## config.mk

```make
export PLATFORM = sky130hd
export DESIGN_NAME = card_dealer
export DESIGN_NICKNAME = d
export VERILOG_FILES = /design/src/rtl/card_dealer.sv
export SDC_FILE = /design/constraint.sdc
export NUM_CORES = 1
export LEC_CHECK = 0
export ABC_CLOCK_PERIOD_IN_PS = 7300
export BUFFER_PORTS_ARGS = -buffer_cell sky130_fd_sc_hd__buf_4
export CAP_MARGIN = 5
export CORE_MARGIN = 10
export CORE_UTILIZATION = 35
export DETAILED_ROUTE_END_ITERATION = 8
export REMOVE_ABC_BUFFERS = 1
export SLEW_MARGIN = 20
export SYNTH_ARGS = -nofsm -noshare
export SYNTH_HDL_FRONTEND = slang
export SYNTH_SLANG_ARGS = --single-unit
```

## constraint.sdc

```tcl
create_clock -name clk -period 7.3 [get_ports clk]
set_input_delay 1.46 -clock clk [delete_from_list [all_inputs] [get_ports clk]]
set_output_delay 1.46 -clock clk [all_outputs]
set_load 0.03 [all_outputs]
```

## src/rtl/card_dealer.sv

```systemverilog
// card_dealer - deals 5 distinct cards from a 32-card deck using a 16-bit LFSR with linear probing.
// Optional feature macro: DEALER_DECK_PERSIST_EN keeps the used-card mask across hands.
module card_dealer #(
  parameter logic [15:0] LFSR_SEED = 16'hACE1
) (
  input  logic        clk,
  input  logic        rst_n,
  input  logic        deal_req,
  input  logic        seed_load,
  input  logic [15:0] seed,
  output logic [5:0]  hand [4:0],
  output logic        hand_valid,
  input  logic        hand_ready,
  output logic        busy
`ifdef DEALER_DECK_PERSIST_EN
  ,
  output logic        deck_reshuffled
`endif
);

  typedef enum logic [1:0] {IDLE, DRAW, PRESENT} state_t;

  state_t      state, state_nxt;
  logic [15:0] lfsr;
  logic [31:0] used;
  logic [2:0]  idx;
  logic        retry;
  logic [4:0]  cand;
  logic [4:0]  probe;
  logic        hit;
  logic        start;
  logic        fill;
`ifdef DEALER_DECK_PERSIST_EN
  logic [5:0]  used_cnt;
`endif

  // A retry probe walks linearly from the colliding card instead of using the LFSR.
  always_comb begin
    probe     = retry ? cand : lfsr[4:0];
    hit       = used[probe];
    start     = (state == IDLE) && deal_req;
    fill      = (state == DRAW) && !hit;
    state_nxt = state;
    case (state)
      IDLE:    if (deal_req) state_nxt = DRAW;
      DRAW:    if (fill && idx == 3'd4) state_nxt = PRESENT;
      PRESENT: if (hand_ready) state_nxt = IDLE;
      default: state_nxt = IDLE;
    endcase
  end

  assign hand_valid = (state == PRESENT);
  assign busy       = (state != IDLE);

  always_ff @(posedge clk or negedge rst_n) begin
    if (!rst_n) state <= IDLE;
    else        state <= state_nxt;
  end

  always_ff @(posedge clk or negedge rst_n) begin
    if (!rst_n) begin
      lfsr  <= LFSR_SEED;
      used  <= '0;
      idx   <= '0;
      retry <= 1'b0;
      cand  <= '0;
      for (int i = 0; i < 5; i++) hand[i] <= '0;
`ifdef DEALER_DECK_PERSIST_EN
      used_cnt        <= '0;
      deck_reshuffled <= 1'b0;
`endif
    end else begin
      if (seed_load)           lfsr <= (seed == 16'h0) ? 16'hACE1 : seed;
      else if (state == DRAW)  lfsr <= {lfsr[0] ^ lfsr[2] ^ lfsr[3] ^ lfsr[5], lfsr[15:1]};
`ifdef DEALER_DECK_PERSIST_EN
      deck_reshuffled <= 1'b0;
`endif
      if (start) begin
        idx   <= '0;
        retry <= 1'b0;
        for (int i = 0; i < 5; i++) hand[i] <= '0;
`ifdef DEALER_DECK_PERSIST_EN
        // Fewer than five cards left: start over with a full deck.
        if (used_cnt >= 6'd28) begin
          used            <= '0;
          used_cnt        <= '0;
          deck_reshuffled <= 1'b1;
        end
`else
        used <= '0;
`endif
      end else if (state == DRAW) begin
        if (hit) begin
          retry <= 1'b1;
          cand  <= probe + 5'd1;
        end else begin
          for (int i = 0; i < 5; i++)
            if (idx == 3'(i)) hand[i] <= {probe, 1'b1};
          used[probe] <= 1'b1;
          idx         <= idx + 3'd1;
          retry       <= 1'b0;
`ifdef DEALER_DECK_PERSIST_EN
          used_cnt    <= used_cnt + 6'd1;
`endif
        end
      end
    end
  end

endmodule

```

==> flow_summary.yaml <==
critical_path:
  cp_max_fo: 26
  critPathRequiredTime_ns: 7.56
  cp_top_family: "simple AND/OR/NAND/NOR gates"
  rrSetupSlack_ns: 3.54
  worstSetupPathType: "reg -> reg"
  cp_cell_sequence: "mux2i_1, buf_4, inv_1, mux4_2, a22oi_1, and4bb_1, and3_1, mux2i_1"
  cp_common_cell: "mux2i_1"
  critPathMaxStageDelay_ns: 0.88
  crit_path_end_kind: "flop"
  cpMaxStageDelayCell: "dfrtp_1"
  critical_path_arrival_ns: 4.02
  crit_path_start_kind: "flop"
  cp_num_buf_inv: 2
sta:
  setup_viol_count_final: 0
  max-slew-margin-rel_pct: 31.3
  tns_ns: 0
  fin_worst_skew_ns: 0.0110
  rsz0062_at_grt: "no"
  max_freq_mhz: 266
  fin_crit_sh_pct: 51.5
  finalCriticalPeriod_ns: 3.76
  maxSlewViolCount: 0
  hold_viol_final: 0
  worst_slew_pin_slew_ns: 1.03
grt:
  grt-ovfl-total: 0
  grt.met2_usage_pct: 19.9
  top_usage_layer: "met2"
  met3_usage_pct: 3.47
  antenna_found_initial: 0
  grt_pass1_vias: 3617
  grt_pass1_wl_um: 18800
  grtUsageTotal_pct: 12.7
  grt_use_met1_pct: 16.1
  grt_max_degree: 68
logic_synthesis:
  synth-async-reset-ratio_pct: 100
  yosysTopAreaCellShare_pct: 44.3
  yosys.area.top_type: "dfrtp_1"
  avgSynthCellArea_sq_um: 10.6
  synth_cell_type_count: 56
  synth.most_common_cell: "dfrtp_1"
  syn_area_sq_mm: 0.00457
  postSynthCellCount: 430
  seq_area_frac_synth_pct: 48.9
  yosys-top-cells-count: "dfrtp_1 (81), nand2_1 (54), nor2_1 (37)"
  ys_warn_count: 0
  synth_ff_type: "dfrtp_1"
  synthTopCellsByArea: "dfrtp_1 (44%), mux2i_1 (7.7%), a32o_1 (6.8%)"
  ys_ff_latch: 89
  synth_edf_count: 0
clock_tree:
  htree_levels: 3
  cts-buffers-inserted: 9
  clock_sinks: 89
  cts_hold_buf: 0
  clk_latency_ns: 0.34
  postCtsSetupRepairBufs: 0
  clockBufferDepth: 2
  cts_resized: 0
  cts_tree: "done"
  clk_pin_slew_ns: 0.06
  clockRootBuffer: "clkbuf_16"
pwr:
  power_density_mw_per_mm2: 468
  leakage_nw: 2.46
  ir_drop_mv: 0.142
floorplanning:
  rows: 41
  start_util_pct: 35.9
  die_w_um: 134
  die_area_sq_mm: 0.0180
  ios: 53
  coreArea_sq_mm: 0.0127
  die_y_um: 134
routing:
  ant_nets: 0
  vias: 3433
  wl_per_cell_um: 17.3
  via_per_inst: 5.36
  drt_pass1_iterations: 4
  drt_iter0_drc: 288
  drc_errors: 0
  wirelength_um: 11100
final_layout:
  layout-drive-gt1-share_pct: 22.0
  n_fill_cell: 1252
  diodes: 0
  design_area_sq_mm: 0.00534
  stdcell_count: 641
  area_growth_pct: 16.7
  final_nets: 494
worst_hold_path:
  min_path_type: "reg -> reg"
placed_design:
  numPortBuffers: 52
  place_area_sq_mm: 0.00504
  placedCellCount: 625
  dp_hpwl_um: 7660
  routabilityCongestion: 0.854
status:
  status: "completed"
run:
  cap_violations: 0
## kinds of logic (layout without fill, tap and decap cells)
logic type	after synthesis	after routing	synth area share, %
AND/OR/NAND/NOR	139	139	15.3
AO/OA/AOI/OAI	97	97	16.5
flip-flops	89	89	48.9
buffers and inverters	46	85	4.76
multiplexers	44	44	10.9
adder cells (fa/ha/maj)	9	9	2.46
XOR/XNOR	6	6	1.15
## layer usage
metal / share of wire, % / up-vias / routed length, um
met5: 0 / - / 0
li1: - / 1617 / -
met1: 45 / 1727 / 5030
met4: 1.5 / 0 / 170
met2: 47 / 79 / 5220
met3: 5.8 / 10 / 645
## flip-flops by register name, indices dropped and copies added, names as in the netlist
signal,flops
cand,5
state,2
used,32
retry,1
hand,30
idx,3
lfsr,16
## stage by stage
step	worst slack [ns]	hold slack (ns)	power (mW)	util (%)
6_report	3.54	0.476	2.50	42.0
2_1_floorplan	3.76	0.454	1.66	-
3_5_place_dp	3.60	0.468	2.05	39.6
5_1_grt	3.27	0.506	2.68	42.0
3_3_place_gp	3.76	0.464	2.03	39.6
4_1_cts	3.58	0.483	2.52	42.0
## cell usage in the layout (no fill, tap or decap), drive strengths merged, types with 3 or more instances in the layout
cell type / n
dfrtp: 81
buf: 56
nand2: 56
nor2: 38
mux2i: 36
a32o: 31
o21ai: 14
a21oi: 14
inv: 14
clkbuf: 10
ha: 9
nand2b: 9
o22ai: 8
o22a: 8
dfstp: 8
o31ai: 6
nor2b: 5
nand3: 5
mux4: 4
and3: 4
xnor2: 4
mux2: 4
nor4: 4
or2: 3
clkinvlp: 3
nor3: 3
## cell type report
cell class	instances	area, sq um	area share [%]
inverter	13	48.8	0.914
clock buffer	10	229	4.29
sequential	89	2240	41.9
multi-input combinational	295	2120	39.7
clock inverter	6	66.3	1.24
timing repair buffer	56	420	7.88
tap	172	215	4.03
## where the power goes
part	internal, mW	switching [mW]
sequential	0.693	0.158
combinational	0.460	0.727
clock	0.266	0.192
total	1.42	1.08
## worst paths after layout
kind / start / endpoint / cells past startpoint
max reg2reg: retry / hand[21] / 8
min reg2reg: hand[24] / hand[24] / 1
max: retry / hand[21] / 8
min in group asynchronous: rst_n / used[22] / 1
min: hand[24] / hand[24] / 1
max in group asynchronous: rst_n / used[26] / 2
Power figures use the tool's default switching activity.
